[config.mk]
export PLATFORM = sky130hd
export DESIGN_NAME = tpu_job_seq_flat
export DESIGN_NICKNAME = d
export VERILOG_FILES = /design/src/rtl/tpu_job_seq_if.sv /design/src/rtl/tpu_job_seq.sv /design/src/flat_wrapper.sv
export SDC_FILE = /design/constraint.sdc
export NUM_CORES = 1
export LEC_CHECK = 0
export BUFFER_PORTS_ARGS = -buffer_cell sky130_fd_sc_hd__buf_2
export CORE_MARGIN = 1.5
export CORE_UTILIZATION = 48
export CTS_CLUSTER_SIZE = 8
export DETAILED_ROUTE_END_ITERATION = 10
export PLACE_DENSITY = 0.92
export SLEW_MARGIN = 5
export SYNTH_ARGS = -nofsm -noshare
export SYNTH_HDL_FRONTEND = slang
export SYNTH_SLANG_ARGS = --single-unit
export TNS_END_PERCENT = 1
[constraint.sdc]
create_clock -name clk -period 7.3 [get_ports clk]
set_input_delay 1.825 -clock clk [delete_from_list [all_inputs] [get_ports clk]]
set_output_delay 1.825 -clock clk [all_outputs]
set_load 0.03 [all_outputs]
[src/rtl/tpu_job_seq_if.sv]
// Handshake and TPU command bundle between a job sequencer and its host/TPU.
// The slave modport is the sequencer's view; master is the host/TPU side.
interface tpu_job_seq_if #(
    parameter int ADDRW = 16,
    parameter int DATAW = 64
);
    logic             start;
    logic             load_c;
    logic             busy;
    logic             done;
    logic             in_valid;
    logic             in_ready;
    logic [DATAW-1:0] in_data;
    logic             out_valid;
    logic             out_ready;
    logic [DATAW-1:0] out_data;
    logic             tpu_r_w;
    logic [ADDRW-1:0] tpu_addr;
    logic [DATAW-1:0] tpu_dataIn;
    logic [DATAW-1:0] tpu_dataOut;

    modport master (
        output start, load_c, in_valid, in_data, out_ready, tpu_dataOut,
        input  busy, done, in_ready, out_valid, out_data, tpu_r_w, tpu_addr, tpu_dataIn
    );

    modport slave (
        input  start, load_c, in_valid, in_data, out_ready, tpu_dataOut,
        output busy, done, in_ready, out_valid, out_data, tpu_r_w, tpu_addr, tpu_dataIn
    );
endinterface

[src/rtl/tpu_job_seq.sv]
// Job sequencer for a memory-mapped systolic TPU: streams A, B and C into the
// TPU, kicks the computation, waits it out, then streams the C result back out.
module tpu_job_seq #(
    parameter int DIM      = 8,
    parameter int ADDRW    = 16,
    parameter int DATAW    = 64,
    parameter int COMP_CYC = 3*DIM-1,
    parameter int RD_LAT   = 1
) (
    input  logic          clk,
    input  logic          rst,
    tpu_job_seq_if.slave  bus
);

    localparam int CW = $clog2(2*DIM) + 1;
    localparam int TW = $clog2(COMP_CYC + RD_LAT + 1) + 1;

    localparam logic [3:0] S_IDLE    = 4'd0;
    localparam logic [3:0] S_LOAD_A  = 4'd1;
    localparam logic [3:0] S_LOAD_B  = 4'd2;
    localparam logic [3:0] S_LOAD_C  = 4'd3;
    localparam logic [3:0] S_ZERO_C  = 4'd4;
    localparam logic [3:0] S_KICK    = 4'd5;
    localparam logic [3:0] S_WAIT    = 4'd6;
    localparam logic [3:0] S_RD_ADDR = 4'd7;
    localparam logic [3:0] S_RD_OUT  = 4'd8;
    localparam logic [3:0] S_DONE    = 4'd9;

    localparam logic [ADDRW-1:0] A_BASE    = ADDRW'(12'h100);
    localparam logic [ADDRW-1:0] B_BASE    = ADDRW'(12'h200);
    localparam logic [ADDRW-1:0] C_BASE    = ADDRW'(12'h300);
    localparam logic [ADDRW-1:0] KICK_ADDR = ADDRW'(12'h400);

    logic [3:0]       r_state;
    logic [CW-1:0]    r_cnt;
    logic [CW-1:0]    r_k;
    logic [TW-1:0]    r_tmr;
    logic             r_load_c;
    logic [DATAW-1:0] r_out_data;
    logic             r_tpu_r_w;
    logic [ADDRW-1:0] r_tpu_addr;
    logic [DATAW-1:0] r_tpu_dataIn;
    logic             w_loading;
    logic             w_last_row;
    logic             w_last_word;

    function automatic logic [ADDRW-1:0] beat_addr(input logic [ADDRW-1:0] base,
                                                   input logic [CW-1:0]    idx);
        return base + (ADDRW'(idx) << 3);
    endfunction

    assign w_loading   = (r_state == S_LOAD_A) || (r_state == S_LOAD_B) || (r_state == S_LOAD_C);
    assign w_last_row  = (r_cnt == CW'(DIM-1));
    assign w_last_word = (r_cnt == CW'(2*DIM-1));

    assign bus.busy       = (r_state != S_IDLE);
    assign bus.done       = (r_state == S_DONE);
    assign bus.in_ready   = w_loading;
    assign bus.out_valid  = (r_state == S_RD_OUT);
    assign bus.out_data   = r_out_data;
    assign bus.tpu_r_w    = r_tpu_r_w;
    assign bus.tpu_addr   = r_tpu_addr;
    assign bus.tpu_dataIn = r_tpu_dataIn;

    always_ff @(posedge clk or posedge rst) begin
        if (rst) begin
            r_state      <= S_IDLE;
            r_cnt        <= '0;
            r_k          <= '0;
            r_tmr        <= '0;
            r_load_c     <= 1'b0;
            r_out_data   <= '0;
            r_tpu_r_w    <= 1'b0;
            r_tpu_addr   <= '0;
            r_tpu_dataIn <= '0;
        end else begin
            // The command port idles at read/address 0 unless a state below drives it.
            r_tpu_r_w    <= 1'b0;
            r_tpu_addr   <= '0;
            r_tpu_dataIn <= '0;
            case (r_state)
                S_IDLE: begin
                    if (bus.start) begin
                        r_load_c <= bus.load_c;
                        r_cnt    <= '0;
                        r_state  <= S_LOAD_A;
                    end
                end
                S_LOAD_A, S_LOAD_B: begin
                    if (bus.in_valid) begin
                        r_tpu_r_w    <= 1'b1;
                        r_tpu_addr   <= beat_addr((r_state == S_LOAD_A) ? A_BASE : B_BASE, r_cnt);
                        r_tpu_dataIn <= bus.in_data;
                        if (w_last_row) begin
                            r_cnt <= '0;
                            if (r_state == S_LOAD_A) r_state <= S_LOAD_B;
                            else                     r_state <= r_load_c ? S_LOAD_C : S_ZERO_C;
                        end else begin
                            r_cnt <= r_cnt + 1'b1;
                        end
                    end
                end
                S_LOAD_C, S_ZERO_C: begin
                    if (bus.in_valid || (r_state == S_ZERO_C)) begin
                        r_tpu_r_w    <= 1'b1;
                        r_tpu_addr   <= beat_addr(C_BASE, r_cnt);
                        r_tpu_dataIn <= (r_state == S_LOAD_C) ? bus.in_data : '0;
                        if (w_last_word) begin
                            r_cnt   <= '0;
                            r_state <= S_KICK;
                        end else begin
                            r_cnt <= r_cnt + 1'b1;
                        end
                    end
                end
                S_KICK: begin
                    r_tpu_r_w  <= 1'b1;
                    r_tpu_addr <= KICK_ADDR;
                    r_tmr      <= '0;
                    r_state    <= S_WAIT;
                end
                S_WAIT: begin
                    // The read address is registered on the way out so it lands exactly COMP_CYC after the kick.
                    if (r_tmr == TW'(COMP_CYC-1)) begin
                        r_tmr      <= '0;
                        r_k        <= '0;
                        r_tpu_addr <= C_BASE;
                        r_state    <= S_RD_ADDR;
                    end else begin
                        r_tmr <= r_tmr + 1'b1;
                    end
                end
                S_RD_ADDR: begin
                    r_tpu_addr <= beat_addr(C_BASE, r_k);
                    if (r_tmr == TW'(RD_LAT-1)) begin
                        r_out_data <= bus.tpu_dataOut;
                        r_tmr      <= '0;
                        r_state    <= S_RD_OUT;
                    end else begin
                        r_tmr <= r_tmr + 1'b1;
                    end
                end
                S_RD_OUT: begin
                    r_tpu_addr <= beat_addr(C_BASE, r_k);
                    if (bus.out_ready) begin
                        if (r_k == CW'(2*DIM-1)) begin
                            r_tpu_addr <= '0;
                            r_state    <= S_DONE;
                        end else begin
                            r_k        <= r_k + 1'b1;
                            r_tpu_addr <= beat_addr(C_BASE, r_k + 1'b1);
                            r_state    <= S_RD_ADDR;
                        end
                    end
                end
                S_DONE: begin
                    r_state <= S_IDLE;
                end
                default: begin
                    r_state <= S_IDLE;
                end
            endcase
        end
    end

endmodule

[src/flat_wrapper.sv]
// flat-port wrapper written by rule: the top's interface ports become plain ports
module tpu_job_seq_flat 
#(
    parameter int DIM      = 8,
    parameter int ADDRW    = 16,
    parameter int DATAW    = 64,
    parameter int COMP_CYC = 3*DIM-1,
    parameter int RD_LAT   = 1
)
  (clk, rst, bus_start, bus_load_c, bus_in_valid, bus_in_data, bus_out_ready, bus_tpu_dataOut, bus_busy, bus_done, bus_in_ready, bus_out_valid, bus_out_data, bus_tpu_r_w, bus_tpu_addr, bus_tpu_dataIn);
  tpu_job_seq_if #(.ADDRW(ADDRW), .DATAW(DATAW)) bus_i ();
  input  logic clk;
  input  logic rst;
  input wire logic [$bits(bus_i.start)-1:0] bus_start;
  input wire logic [$bits(bus_i.load_c)-1:0] bus_load_c;
  input wire logic [$bits(bus_i.in_valid)-1:0] bus_in_valid;
  input wire logic [$bits(bus_i.in_data)-1:0] bus_in_data;
  input wire logic [$bits(bus_i.out_ready)-1:0] bus_out_ready;
  input wire logic [$bits(bus_i.tpu_dataOut)-1:0] bus_tpu_dataOut;
  output wire logic [$bits(bus_i.busy)-1:0] bus_busy;
  output wire logic [$bits(bus_i.done)-1:0] bus_done;
  output wire logic [$bits(bus_i.in_ready)-1:0] bus_in_ready;
  output wire logic [$bits(bus_i.out_valid)-1:0] bus_out_valid;
  output wire logic [$bits(bus_i.out_data)-1:0] bus_out_data;
  output wire logic [$bits(bus_i.tpu_r_w)-1:0] bus_tpu_r_w;
  output wire logic [$bits(bus_i.tpu_addr)-1:0] bus_tpu_addr;
  output wire logic [$bits(bus_i.tpu_dataIn)-1:0] bus_tpu_dataIn;
  assign bus_i.start = bus_start;
  assign bus_i.load_c = bus_load_c;
  assign bus_i.in_valid = bus_in_valid;
  assign bus_i.in_data = bus_in_data;
  assign bus_i.out_ready = bus_out_ready;
  assign bus_i.tpu_dataOut = bus_tpu_dataOut;
  assign bus_busy = bus_i.busy;
  assign bus_done = bus_i.done;
  assign bus_in_ready = bus_i.in_ready;
  assign bus_out_valid = bus_i.out_valid;
  assign bus_out_data = bus_i.out_data;
  assign bus_tpu_r_w = bus_i.tpu_r_w;
  assign bus_tpu_addr = bus_i.tpu_addr;
  assign bus_tpu_dataIn = bus_i.tpu_dataIn;
  tpu_job_seq #(.DIM(DIM), .ADDRW(ADDRW), .DATAW(DATAW), .COMP_CYC(COMP_CYC), .RD_LAT(RD_LAT)) u_core (.clk(clk), .rst(rst), .bus(bus_i));
endmodule
Word level (Yosys, flattened, before mapping) --
Index checks and enable logic that the tools add are counted.
Word-level totals: flip-flop bits (word level) 166, output and inout bits 149
Cells by class: add/sub/neg operators 7, equality and inequality tests 22, muxes and demuxes 39, reduce and logical (&&, ||, !) cells 16
Operator list (count):
- two-way mux 64 bit | 3
- one-hot mux 64 bit (2 select lines) | 1
- one-hot mux 16 bit (6 select lines) | 1
- two-way mux 16 bit | 4
- two-way mux 4 bit | 10
- two-way mux 5 bit | 8
- adder 10 x 8 -> 11 bit (first input constant) | 3
- one-hot mux 4 bit (7 select lines) | 1
- two-way mux 10 bit | 2
- one-hot mux 6 bit (3 select lines) | 1
- adder 16 x 8 -> 16 bit | 1
- equality test 4 x 3 -> 1 bit (second input constant) | 4
- one-hot mux 5 bit (3 select lines) | 1
- two-way mux 6 bit | 2
- adder 5 x 1 -> 5 bit (second input constant) | 2
- equality test 5 x 4 -> 1 bit (second input constant) | 2
- != test 2 x 1 -> 1 bit (second input constant) | 5
- one-hot mux 5 bit (2 select lines) | 1
- equality test 4 x 2 -> 1 bit (second input constant) | 2
- equality test 4 bit (second input constant) | 2
- != test 2 bit (second input constant) | 4
- AND reduction 4 bit | 2
- AND reduction 8 bit | 1
- adder 6 x 1 -> 6 bit (second input constant) | 1
- 14 further kinds | 20

Logic depth before layout (Yosys ltp) --
Gate-level depths: netlist of run 1.
depth in word-level cells 5, depth in mapped cells 8

Least setup slack after synthesis of run 1 --
Ideal clock, no wire load.
path kind register to output, start point register u_core.r_state[1], end point output bus_out_valid, arrival 1.171 ns, data required time 5.475 ns, setup slack 4.304 ns, stages on the path, launching flop included 3, path buffers 1, path through dfrtp_1 > buf_6 > nor4b_4
Between the ends: longest elaborated chain between the ends 1
RTL lines:
- from (decl) | line tpu_job_seq.sv:34 | logic [3:0] r_state;
- from (signal assigned) | line tpu_job_seq.sv:97 | else r_state <= r_load_c ? S_LOAD_C : S_ZERO_C;
- equality test 4 bit | line tpu_job_seq.sv:59 | assign bus.out_valid = (r_state == S_RD_OUT);
- to (decl) | line flat_wrapper.sv:23 | output wire logic [$bits(bus_i.out_valid)-1:0] bus_out_valid;
No other way between the ends.

Worst setup path after layout of run 1 --
start point register u_core.r_state[0], end point output bus_out_valid
Same word-level chain as after synthesis.

==> flow_metrics.py, run 1 <==
metrics = {
    "logic_synthesis": {
        "synth.most_common_cell": "dfrtp_1",
        "ys_ff_latch": 158,
        "syn_inst": 465,
        "synth_edf_count": 0,
        "synthTopCellsByCount": "dfrtp_1, and2_1, mux2_4",
        "yosysSeqAreaShare": 0.607,
        "synth_top_cell_area_share": 0.607,
        "ys.flop_type": "dfrtp_1",
        "syn_area_sq_um": 6510,
        "synth_area_leaders": "dfrtp_1, mux2_4, and2_1",
        "yosys_warnings": 0,
        "async_flop_share": 1.00,
        "synth_top_cell_by_area": "dfrtp_1",
        "ys_types": 51,
        "synth_area_per_cell_sq_um": 14.0,
    },
    "floorplan": {
        "die_area_sq_um": 14300,
        "die-height_um": 119,
        "coreArea_sq_um": 13200,
        "num_rows": 42,
        "fp.dieW_um": 119,
        "start_util": 0.491,
        "num_io_pins": 283,
    },
    "timing": {
        "tightest_slew_ns": 1.04,
        "worst_slack_ns": 3.60,
        "finalMaxSlewViolations": 0,
        "fin_tns_setup_ns": 0,
        "whs_ns": 0.501,
        "finalCritPeriodShare": 0.507,
        "clock_skew_ns": 0.00550,
        "setup_viol": 0,
        "fmax_mhz": 270,
        "timing_hold_violations_final": 0,
        "rsz0062_at_grt": "no",
        "max_slew_margin": 0.308,
        "finalCriticalPeriod_ns": 3.70,
    },
    "detailed_routing": {
        "ant_nets": 0,
        "wirelength_um": 15300,
        "dr.first_iter.drc_count": 268,
        "first_pass_iters": 4,
        "drcViolationCount": 0,
        "viasPerCell": 4.92,
        "dr_total_vias": 4571,
        "wl_per_cell_um": 16.5,
    },
    "pwr": {
        "intPower_w": 0.00236,
        "peakVddDrop_mv": 0.278,
        "cellPowerDensity_nw_per_um2": 465,
        "leakagePower_nw": 4.67,
        "power_frac_comb": 0.450,
        "clkPwrFrac": 0.204,
        "power_frac_seq": 0.346,
        "sw_frac_of_total": 0.404,
        "netSwitchingPower_w": 0.00160,
    },
    "finish": {
        "nets": 883,
        "area_growth_pct": 30.7,
        "multi_input_area_sq_um": 2370,
        "drive_above_1_share": 0.517,
        "postLayoutCoreUtil": 0.643,
        "fin_area_sq_um": 8510,
        "seq_area_sq_um": 3950,
        "nFillCells": 997,
    },
    "global_route": {
        "grt_max_degree": 91,
        "grt_pass1_vias": 4715,
        "track_usage": 0.218,
        "grt_pass1_wl_um": 24000,
        "grt.overflow.total": 0,
        "antenna_found_initial": 1,
    },
    "clocking": {
        "cts_made_buffers": 17,
        "cts.sinks": 158,
        "cts_resized": 0,
        "htreeDepth": 4,
        "clk_path_buf_depth": 2,
        "cts_root_buffer": "clkbuf_16",
        "clkTransAtPathRegs_ns": 0.06,
        "cts_tree": "done",
        "ctsHoldBuffers": 0,
        "clk_latency_ns": 0.41,
        "cts_setup_buffers": 0,
    },
    "critical_path": {
        "critPathRequiredTime_ns": 5.48,
        "reg2regPathDepth": 5,
        "rrSetupSlack_ns": 4.59,
        "critical_path_class": "flip-flop to output pin",
        "cp.arrival_ns": 1.87,
        "r2r-start": "u_core.r_state[3]",
        "startpoint_type": "flip-flop",
        "crit_path_end_kind": "output pin",
        "reg2reg_to": "u_core.bus.out_data[59]",
        "path_max_fanout": 14,
    },
    "run_status": {
        "status": "completed",
    },
    "place": {
        "routabilityCongestion": 0.854,
        "hpwl_um": 11100,
        "port_buffers": 274,
        "dpl_cell_area_sq_um": 7970,
        "dpl_worst_slack_ns": 3.63,
    },
    "job": {
        "max_cap_violations": 0,
    },
    "hold_path": {
        "worstHoldPathType": "flip-flop to flip-flop",
        "hp-start": "u_core.bus.out_data[35]",
        "holdPathEnd": "u_core.bus.out_data[35]",
        "hold_depth": 1,
    },
}
[cells in the final DEF, fill, tap and decap left out, types with 9 or more instances in the layout]
cell	count
o21ai_0	18
mux2_4	60
mux2_2	9
and2_1	64
nand2_1	14
nor2_1	16
buf_2	274
dfrtp_1	158
nand3_1	10
clkbuf_16	17
[state kept, by name, summed over array words and instances, names as in the netlist]
signal	cells
u_core.r_load_c	1
u_core.bus.tpu_addr	8
u_core.r_cnt	5
u_core.r_k	5
u_core.bus.out_data	64
u_core.bus.tpu_r_w	1
u_core.r_state	4
u_core.r_tmr	6
u_core.bus.tpu_dataIn	64
[worst max path at each step]
stage	from	endpoint	depth (start not counted)
after floorplan	rst	u_core.bus.out_data[0]	1
after global placement	bus_in_valid	u_core.bus.tpu_dataIn[52]	4
after detailed placement	bus_in_valid	u_core.bus.tpu_dataIn[16]	4
after CTS	u_core.r_state[0]	bus_out_valid	2
after global routing	u_core.r_state[0]	bus_out_valid	2
final	u_core.r_state[0]	bus_out_valid	2
[cell families after synthesis]
kind of cell               count (synthesis)  share of synthesized area
adders and majority gates                  8                     0.0154
other                                      1                   0.000576
muxes                                     69                      0.154
buffers and inverters                     34                     0.0333
AOI/OAI and AO/OA                         54                     0.0563
DFF                                      158                      0.607
xor gates and xnor gates                   3                    0.00404
and+or+nand+nor                          138                      0.129
[power by group through the flow]
stage               registers [W]  logic, W  clock network (W)
floorplan                 0.00187  0.000830                  0
global placement          0.00135   0.00175                  0
detailed placement        0.00138   0.00178                  0
CTS                       0.00137   0.00179           0.000826
global route              0.00140   0.00189           0.000871
finish                    0.00137   0.00178           0.000809
[per-layer routing]
| metal | GRT usage | part of all wire | vias to the layer above |
|---|---|---|---|
| met2 | 0.378 | 0.51 | 181 |
| met3 | 0.0627 | 0.068 | 23 |
| met5 | 0 | 0 | - |
| met4 | 0.0685 | 0.019 | 0 |
| met1 | 0.262 | 0.40 | 2240 |
| li1 | - | - | 2127 |
[stage by stage]
| stage | total power (W) | std cells |
|---|---|---|
| detailed placement | 0.00315 | 898 |
| CTS | 0.00399 | 929 |
| global route | 0.00416 | 930 |
| global placement | 0.00310 | 898 |
| floorplan | 0.00270 | 472 |
| finish | 0.00395 | 930 |
[area by class of cell]
class                      count  share of cell area
sequential                   158               0.465
clock buffer                  20              0.0525
multi-input combinational    280               0.278
inverter                       8             0.00412
timing repair buffer         276               0.163
antenna                        1            0.000294
tap                          176              0.0259
clock inverter                11              0.0112
[critical path, stage by stage, from the launching register on]
cell and delay, ns:
dfrtp_1 0.56, nor4b_4 0.60, buf_2 0.29
(Power assumes the default switching activity.)
==> inputs of run 2 (changes only) <==
Clock period 7.3 ns to 3.9 ns, I/O delays scaled along.
==> flow_metrics.py, run 2 (same netlist as run 1, synthesis figures left out) <==
metrics = {
    "run_status": {
        "status": "completed",
    },
    "clocking": {
        "cts_tree": "done",
        "cts_resized": 0,
        "htreeDepth": 4,
        "clk_path_buf_depth": 2,
        "cts_root_buffer": "clkbuf_16",
        "clk_latency_ns": 0.41,
        "cts_setup_buffers": 0,
        "cts_made_buffers": 17,
        "ctsHoldBuffers": 0,
        "clkTransAtPathRegs_ns": 0.06,
        "cts.sinks": 158,
    },
    "timing": {
        "tightest_slew_ns": 0.870,
        "finalCritPeriodShare": 0.738,
        "timing_hold_violations_final": 0,
        "max_slew_margin": 0.419,
        "rsz0062_at_grt": "no",
        "fmax_mhz": 347,
        "fin_tns_setup_ns": 0,
        "finalCriticalPeriod_ns": 2.88,
        "finalMaxSlewViolations": 0,
        "clock_skew_ns": 0.00984,
        "setup_viol": 0,
    },
    "place": {
        "hpwl_um": 12400,
        "port_buffers": 274,
        "routabilityCongestion": 0.888,
        "dp.cells": 903,
    },
    "global_route": {
        "grt_pass1_vias": 4631,
        "grt_max_degree": 65,
        "grt_pass1_wl_um": 25600,
        "track_usage": 0.239,
        "antenna_found_initial": 5,
        "grt.overflow.total": 0,
    },
    "detailed_routing": {
        "first_pass_iters": 5,
        "wirelength_um": 16700,
        "dr.first_iter.drc_count": 238,
        "ant_nets": 0,
        "wl_per_cell_um": 17.7,
        "drcViolationCount": 0,
        "dr_total_vias": 4632,
        "viasPerCell": 4.93,
    },
    "pwr": {
        "cellPowerDensity_nw_per_um2": 882,
        "peakVddDrop_mv": 0.373,
        "leakagePower_nw": 4.73,
    },
    "critical_path": {
        "crit_path_end_kind": "output pin",
        "critPathRequiredTime_ns": 2.92,
        "cp_slowest_cell": "nor4b_4",
        "cp_slowest_stage_delay_ns": 0.62,
        "startpoint_type": "flip-flop",
        "reg2regPathDepth": 5,
        "path_depth": 2,
        "critical_path_class": "flip-flop to output pin",
        "crit_chain": "nor4b_4, buf_2",
        "crit_family": "simple AND/OR/NAND/NOR gates",
        "r2r-start": "u_core.r_state[2]",
        "worst-path-buf-inv": 1,
        "cp-startpoint": "u_core.r_state[0]",
        "path_max_fanout": 14,
        "cp.arrival_ns": 1.90,
    },
    "finish": {
        "layout_commonest_cell": "buf_2",
        "drive_above_1_share": 0.520,
        "area_growth_pct": 32.8,
        "layout_common_cells": "buf_2, dfrtp_1, and2_1, mux2_4, o21ai_0",
        "nets": 888,
        "fin_cells": 939,
    },
    "hold_path": {
        "hold_depth": 1,
        "hp-start": "u_core.bus.out_data[32]",
        "worstHoldPathType": "flip-flop to flip-flop",
    },
    "floorplan": {
        "die_area_sq_um": 14300,
        "coreArea_sq_um": 13200,
        "num_rows": 42,
        "fp.dieW_um": 119,
        "num_io_pins": 283,
        "die-height_um": 119,
        "start_util": 0.491,
    },
    "job": {
        "max_cap_violations": 0,
    },
}
## run 2: changes by cell type in the layout (fill, tap and decap cells not counted)
cell,before,now
inv_8,0,1
clkbuf_8,1,0
bufinv_16,1,3
clkinv_2,5,2
buf_12,0,3
buf_4,2,4
diode_2,1,5
inv_6,1,2
## run 2: per-layer routing
layer / GRT usage / vias up / part of all wire
met5: 0 / - / 0
met4: 0.108 / 0 / 0.022
met3: 0.0623 / 27 / 0.068
met2: 0.404 / 194 / 0.52
met1: 0.286 / 2270 / 0.39
li1: - / 2141 / -
## run 2: worst paths after layout
path,to,slack (ns)
hold reg to reg,u_core.bus.out_data[32],0.50
setup / recovery,bus_out_valid,1.02
setup reg to reg,u_core.bus.out_data[7],1.13
hold / removal,u_core.bus.out_data[32],0.50
min in group asynchronous,u_core.bus.tpu_dataIn[25],0.64
max in group asynchronous,u_core.bus.tpu_dataIn[22],2.53
## run 2: where the power goes
part	switching, W	internal (W)
clock	0.000659	0.00101
sequential	0.000390	0.00220
combinational	0.00202	0.00135
total	0.00307	0.00456
## run 2: metrics by stage
stage	setup slack, ns	hold WS (ns)	util	power (W)	cell area, sq um
6_report	1.02	0.503	0.653	0.00763	8650
4_1_cts	1.04	0.505	0.652	0.00766	8630
5_1_grt	0.970	0.518	0.653	0.00799	8650
3_5_place_dp	1.18	0.486	0.607	0.00596	8040
2_1_floorplan	0.924	0.496	-	0.00505	6540
3_3_place_gp	1.30	0.481	0.607	0.00583	8040
## run 2: final cells by class
| class | count | area [sq um] |
|---|---|---|
| well taps | 176 | 220 |
| multi-input cells | 280 | 2370 |
| diodes | 5 | 12.5 |
| inverters | 8 | 33.8 |
| clock inverters | 12 | 161 |
| clock buffers | 19 | 433 |
| flip-flops and latches | 158 | 3950 |
| repair buffers | 281 | 1460 |
| fillers | 1001 | 4600 |
